## src/rtl/fp_round_pack_pipe.sv

```systemverilog
// ---------------------------------------------------------------------------
// fp_round_pack_pipe
//
// Two-stage rounding and packing pipeline for the FP adder result path.
// Stage 1 applies the selected rounding mode to the normalized significand.
// Stage 2 adjusts the exponent, handles specials and overflow/underflow,
// then registers the packed {sign, exp, frac} word together with its flags.
//
// Parameters:
//   EXP_W  exponent width (default 5)
//   MAN_W  stored fraction width (default 10)
//
// Ports:
//   clk, rst_n        clock, asynchronous active-low reset
//   in_valid/in_ready upstream handshake
//   in_sign           result sign
//   in_exp            biased exponent (0 = subnormal)
//   in_mant           {hidden, fraction[MAN_W], G, R, S}
//   in_rm             00 RNE, 01 RTZ, 10 RUP, 11 RDN
//   in_nan, in_inf    special-value flags (NaN wins)
//   out_valid/out_ready downstream handshake
//   out_result        {sign, exp, frac}
//   out_overflow, out_underflow, out_inexact  flags for out_result
//
// Build option:
//   FP_ROUND_FTZ_EN   flush every result with final exponent 0 to signed
//                     zero; underflow and inexact report a nonzero flush.
// ---------------------------------------------------------------------------
module fp_round_pack_pipe #(
    parameter int EXP_W = 5,
    parameter int MAN_W = 10
) (
    input  logic                   clk,
    input  logic                   rst_n,
    input  logic                   in_valid,
    output logic                   in_ready,
    input  logic                   in_sign,
    input  logic [EXP_W-1:0]       in_exp,
    input  logic [MAN_W+3:0]       in_mant,
    input  logic [1:0]             in_rm,
    input  logic                   in_nan,
    input  logic                   in_inf,
    output logic                   out_valid,
    input  logic                   out_ready,
    output logic [EXP_W+MAN_W:0]   out_result,
    output logic                   out_overflow,
    output logic                   out_underflow,
    output logic                   out_inexact
);

    localparam int RW = 1 + EXP_W + MAN_W;
    localparam logic [EXP_W-1:0] EXP_ONES   = '1;
    localparam logic [EXP_W-1:0] EXP_MAX    = EXP_ONES - 1'b1;
    localparam logic [EXP_W:0]   EXP_ONES_W = {1'b0, EXP_ONES};
    localparam logic [EXP_W:0]   EXP_ONE_W  = {{EXP_W{1'b0}}, 1'b1};

    localparam logic [1:0] RM_RNE = 2'b00;
    localparam logic [1:0] RM_RTZ = 2'b01;
    localparam logic [1:0] RM_RUP = 2'b10;
    localparam logic [1:0] RM_RDN = 2'b11;

    // ---------------- handshake ----------------
    logic s1_valid_q;
    logic s2_valid_q;
    logic s1_en;
    logic s2_en;

    assign s2_en     = ~s2_valid_q | out_ready;
    assign s1_en     = ~s1_valid_q | s2_en;
    assign in_ready  = s1_en;
    assign out_valid = s2_valid_q;

    // ---------------- stage 1: rounding ----------------
    logic             g_bit, r_bit, s_bit, l_bit, any_d, inc_d;
    logic [MAN_W+1:0] rsig_d;

    assign l_bit = in_mant[3];
    assign g_bit = in_mant[2];
    assign r_bit = in_mant[1];
    assign s_bit = in_mant[0];
    assign any_d = g_bit | r_bit | s_bit;

    always_comb begin
        inc_d = 1'b0;
        case (in_rm)
            RM_RNE:  inc_d = g_bit & (r_bit | s_bit | l_bit);
            RM_RTZ:  inc_d = 1'b0;
            RM_RUP:  inc_d = ~in_sign & any_d;
            RM_RDN:  inc_d = in_sign & any_d;
            default: inc_d = 1'b0;
        endcase
    end

    assign rsig_d = {1'b0, in_mant[MAN_W+3:3]} + {{(MAN_W+1){1'b0}}, inc_d};

    logic             s1_sign_q;
    logic [EXP_W-1:0] s1_exp_q;
    logic [MAN_W+1:0] s1_rsig_q;
    logic [1:0]       s1_rm_q;
    logic             s1_inexact_q;
    logic             s1_nan_q;
    logic             s1_inf_q;

    always_ff @(posedge clk or negedge rst_n) begin
        if (!rst_n) begin
            s1_valid_q   <= 1'b0;
            s1_sign_q    <= 1'b0;
            s1_exp_q     <= '0;
            s1_rsig_q    <= '0;
            s1_rm_q      <= '0;
            s1_inexact_q <= 1'b0;
            s1_nan_q     <= 1'b0;
            s1_inf_q     <= 1'b0;
        end else if (s1_en) begin
            s1_valid_q <= in_valid;
            if (in_valid) begin
                s1_sign_q    <= in_sign;
                s1_exp_q     <= in_exp;
                s1_rsig_q    <= rsig_d;
                s1_rm_q      <= in_rm;
                s1_inexact_q <= any_d;
                s1_nan_q     <= in_nan;
                s1_inf_q     <= in_inf;
            end
        end
    end

    // ---------------- stage 2: adjust and pack ----------------
    logic [EXP_W:0]   exp_adj;
    logic [MAN_W-1:0] frac_adj;
    logic [RW-1:0]    max_fin;
    logic [RW-1:0]    inf_val;
    logic [RW-1:0]    qnan_val;
    logic             to_inf;
    logic [RW-1:0]    result_d;
    logic             overflow_d;
    logic             underflow_d;
    logic             inexact_d;

    assign max_fin  = {s1_sign_q, EXP_MAX, {MAN_W{1'b1}}};
    assign inf_val  = {s1_sign_q, EXP_ONES, {MAN_W{1'b0}}};
    assign qnan_val = {1'b0, EXP_ONES, 1'b1, {(MAN_W-1){1'b0}}};

    // Whether an overflowing result saturates to infinity or to max finite.
    always_comb begin
        to_inf = 1'b1;
        case (s1_rm_q)
            RM_RNE:  to_inf = 1'b1;
            RM_RTZ:  to_inf = 1'b0;
            RM_RUP:  to_inf = ~s1_sign_q;
            RM_RDN:  to_inf = s1_sign_q;
            default: to_inf = 1'b1;
        endcase
    end

    always_comb begin
        exp_adj  = {1'b0, s1_exp_q};
        frac_adj = s1_rsig_q[MAN_W-1:0];
        if (s1_rsig_q[MAN_W+1]) begin
            // Rounding carried out of the significand: 1.111..+ulp = 10.000..
            exp_adj  = {1'b0, s1_exp_q} + EXP_ONE_W;
            frac_adj = '0;
        end else if ((s1_exp_q == '0) && s1_rsig_q[MAN_W]) begin
            // Largest subnormal rounded up into the smallest normal.
            exp_adj = EXP_ONE_W;
        end
    end

    always_comb begin
        result_d    = {s1_sign_q, exp_adj[EXP_W-1:0], frac_adj};
        overflow_d  = 1'b0;
        underflow_d = 1'b0;
        inexact_d   = s1_inexact_q;
        if (s1_nan_q) begin
            result_d  = qnan_val;
            inexact_d = 1'b0;
        end else if (s1_inf_q) begin
            result_d  = inf_val;
            inexact_d = 1'b0;
        end else if (exp_adj >= EXP_ONES_W) begin
            overflow_d = 1'b1;
            inexact_d  = 1'b1;
            result_d   = to_inf ? inf_val : max_fin;
        end else if (exp_adj == '0) begin
`ifdef FP_ROUND_FTZ_EN
            result_d    = {s1_sign_q, {(RW-1){1'b0}}};
            underflow_d = (frac_adj != '0) | s1_inexact_q;
            inexact_d   = (frac_adj != '0) | s1_inexact_q;
`else
            // Tininess after rounding: exact subnormals do not underflow.
            underflow_d = s1_inexact_q;
`endif
        end
    end

    always_ff @(posedge clk or negedge rst_n) begin
        if (!rst_n) begin
            s2_valid_q    <= 1'b0;
            out_result    <= '0;
            out_overflow  <= 1'b0;
            out_underflow <= 1'b0;
            out_inexact   <= 1'b0;
        end else if (s2_en) begin
            s2_valid_q <= s1_valid_q;
            if (s1_valid_q) begin
                out_result    <= result_d;
                out_overflow  <= overflow_d;
                out_underflow <= underflow_d;
                out_inexact   <= inexact_d;
            end
        end
    end

endmodule

```

## config.mk

```make
export PLATFORM = sky130hd
export DESIGN_NAME = fp_round_pack_pipe
export DESIGN_NICKNAME = d
export VERILOG_FILES = /design/src/rtl/fp_round_pack_pipe.sv
export SDC_FILE = /design/constraint.sdc
export NUM_CORES = 1
export LEC_CHECK = 0
export ABC_AREA = 1
export CORE_UTILIZATION = 45
export CTS_CLUSTER_DIAMETER = 150
export DETAILED_ROUTE_END_ITERATION = 12
export PLACE_DENSITY = 0.74
export SYNTH_ARGS = -nofsm -noshare
export SYNTH_HDL_FRONTEND = slang
export SYNTH_SLANG_ARGS = --single-unit
```

## constraint.sdc

```tcl
create_clock -name clk -period 4.2 [get_ports clk]
set_input_delay 0.63 -clock clk [delete_from_list [all_inputs] [get_ports clk]]
set_output_delay 0.63 -clock clk [all_outputs]
set_load 0.05 [all_outputs]
```

==> impl_metrics.tcl <==
set metrics [dict create \
    status "finished, final reports clean" \
    viasPerCell 5.025 \
    clock_latency_ps 290 \
    cts.sinks 44 \
    max_stage_delay_ps 830 \
    routedWlPerCell_microns 12.21 \
    crit_chain "clkdlybuf4s50_1, inv_1, nand3_1, clkdlybuf4s50_1" \
    h-tree-depth 2 \
    final_common_cell "nand2_1" \
    overflow 0 \
    grt_pass1_vias 1672 \
    wl_microns 4409 \
    use_met2_pct 28.57 \
    start_util_pct 48.36 \
    ys.warnings.count 0 \
    fillers 403 \
    cts-root-buf "clkbuf_8" \
    antenna_found_initial 0 \
    cpMaxStageDelayCell "clkdlybuf4s50_1" \
    grt_usage_pct 18.84 \
    n_antenna_cell 0 \
    path_clk_slew_ps 80 \
    drive_gt1_share_pct 7.120 \
    crit_type "in -> out" \
    nets 340 \
    fmax_ghz 0.3711 \
    cts_setup_buffers 0 \
    drcViolationCount 0 \
    area_growth_pct 26.48 \
    path_max_fanout 3 \
    core_sq_mm 0.004504 \
    grt_first_pass_wirelength_microns 7396 \
    num_vias 1814 \
    most-common-layout-cells "nand2_1 (79), clkdlybuf4s50_1 (47), dfrtp_1 (44)" \
    fin_cells 361 \
    finalSetupViolCount 0 \
    dr.first_iter.drc_count 104 \
    synth_edf_count 0 \
    synthArstFlopShare_pct 100.0 \
    setup_ws_ps 1506 \
    holdBufCountCts 0 \
    grt_use_met1_pct 26.78 \
    gp_congestion 0.8048 \
    finalPower_w 0.001267 \
    use_met3_pct 3.094 \
    grt.busiest_layer "met2" \
    internal-power_w 0.0007908 \
    finalCritPeriodShare_pct 64.15 \
    synth.area.top_cells "dfrtp_1 (51%), nand2_1 (14%), inv_1 (4.5%)" \
    tns_ps 0 \
    clockBufferDepth 2 \
    regArea_sq_mm 0.001101 \
    synth_cell_types 35 \
    max_slew.worst_pin.slew_ps 943.3 \
    maxSlewViolCount 0 \
    rsz0062_at_grt "no" \
    synth_ff_type "dfrtp_1" \
    yosysSeqAreaShare_pct 50.55 \
    peakVddDrop_mv 0.1738 \
    io-pin-count 49 \
    required_ps 3570 \
    synth_top_area_cell "dfrtp_1" \
    io_buffers 48 \
    worst-endpoint-arrival_ps 2060 \
    hpwl_microns 3312 \
    period_minus_slack_ps 2694 \
    end_kind "output pin" \
    netlist_area_sq_mm 0.002178 \
    drtPass1Iterations 4 \
    die_area_sq_mm 0.005123 \
    die_w_microns 71.58 \
    p_leak_nw 1.294 \
    p_seq_share_pct 43.3 \
    place_inst 353 \
    cts_resized 0 \
    die_h_microns 71.58 \
    switching_share_pct 37.57 \
    pre_cts_ws_ps 1298 \
    cp-start-kind "input pin" \
    finalHoldViolCount 0 \
    power_density_mw_per_mm2 459.8 \
    row_count 24 \
    relSlewSlack_pct 37.11 \
    multiInputGateArea_sq_um 919.6 \
    cts_buffers 5 \
    synthesis.nets 293 \
    place_area_sq_mm 0.002663 \
    hp-class "in -> async" \
    ys_ff_latch 44 \
    crit_top_cell "clkdlybuf4s50_1" \
    comb_power_share_pct 35.6 \
    maxCapViolCount 0 \
    postSynthAreaPerCell_sq_um 8.346 \
    synth_top_cell_area_share_pct 50.55 \
    clockPowerShare_pct 21.1 \
    power_switching_w 0.0004759 \
    synthCells 261 \
    grt_max_degree 45 \
    antenna_left 0 \
    cts_tree "built" \
    fin_skew_ps 9.622 \
    finalInstanceArea_sq_mm 0.002755 \
]
flip-flops by register name, indices dropped and copies added, names as in the netlist:
signal and cells:
s1_rm_q 2, out_overflow 1, out_underflow 1, s1_sign_q 1, s1_rsig_q 12, out_valid 1, s1_inf_q 1, s1_inexact_q 1
s1_exp_q 5, s1_nan_q 1, out_result 16, out_inexact 1, s1_valid_q 1
power groups by stage:
stage / logic (W) / clock network, W / registers, W
6_report: 0.000451 / 0.000267 / 0.000548
5_1_grt: 0.000489 / 0.000292 / 0.000560
4_1_cts: 0.000456 / 0.000278 / 0.000548
3_5_place_dp: 0.000455 / 0 / 0.000557
3_3_place_gp: 0.000447 / 0 / 0.000556
2_1_floorplan: 0.000145 / 0 / 0.000702
synth_stat cells (2+ instances only):
cell type,number
o22ai_1,2
nor2_1,16
inv_1,26
a22o_1,2
nand4_1,2
ha_1,4
nor2_2,2
nor3_1,2
xor2_1,2
nand2_4,3
nand3_1,18
xnor2_1,3
clkbuf_1,4
dfrtp_1,44
buf_6,2
o21ai_0,14
nand2_1,79
a21oi_1,11
o21ai_1,9
worst max-delay path: cells and delay by family:
kind / cells / cell delay, ps
simple gates: 1 / 110
buf+inv: 3 / 1320
metal layers:
layer	share of wire [%]	routed length [microns]	vias to the layer above
li1	-	-	944
met1	51	2232	819
met2	44	1945	47
met3	3.8	168	4
met4	1.4	63	0
met5	0	0	-
through the flow:
stage	utilization (%)	hold slack [ps]
2_1_floorplan	-	334.4
3_3_place_gp	59.11	465.3
3_5_place_dp	59.11	465.3
4_1_cts	61.17	486.9
5_1_grt	61.17	513.2
6_report	61.17	476.3
cell type report:
type	count	area share, %
clock buffer	6	2.997
timing repair buffer	48	17.26
inverter	27	3.678
clock inverter	2	0.3633
tap	52	2.361
sequential	44	39.96
multi-input combinational	182	33.38
final timing paths:
| check | start | endpoint | slack, ps | depth (start not counted) |
|---|---|---|---|---|
| setup / recovery | out_ready | in_ready | 1510 | 4 |
| hold / removal | rst_n | s1_exp_q[1] | 480 | 1 |
| setup reg to reg | s1_exp_q[0] | out_result[8] | 2310 | 11 |
| hold reg to reg | s1_rsig_q[0] | s1_rsig_q[0] | 490 | 2 |
| max in group asynchronous | rst_n | out_result[0] | 3140 | 1 |
| min in group clk | s1_rsig_q[0] | s1_rsig_q[0] | 490 | 2 |
kinds of logic after synthesis:
family / count (synthesis) / share of synthesized area (%)
AND/OR/NAND/NOR: 127 / 25.50
flip-flops: 44 / 50.55
adder cells (fa/ha/maj): 4 / 2.298
AO/OA/AOI/OAI: 46 / 12.41
XOR/XNOR: 5 / 2.011
buffers and inverters: 35 / 7.236
Power figures use the tool's default switching activity.
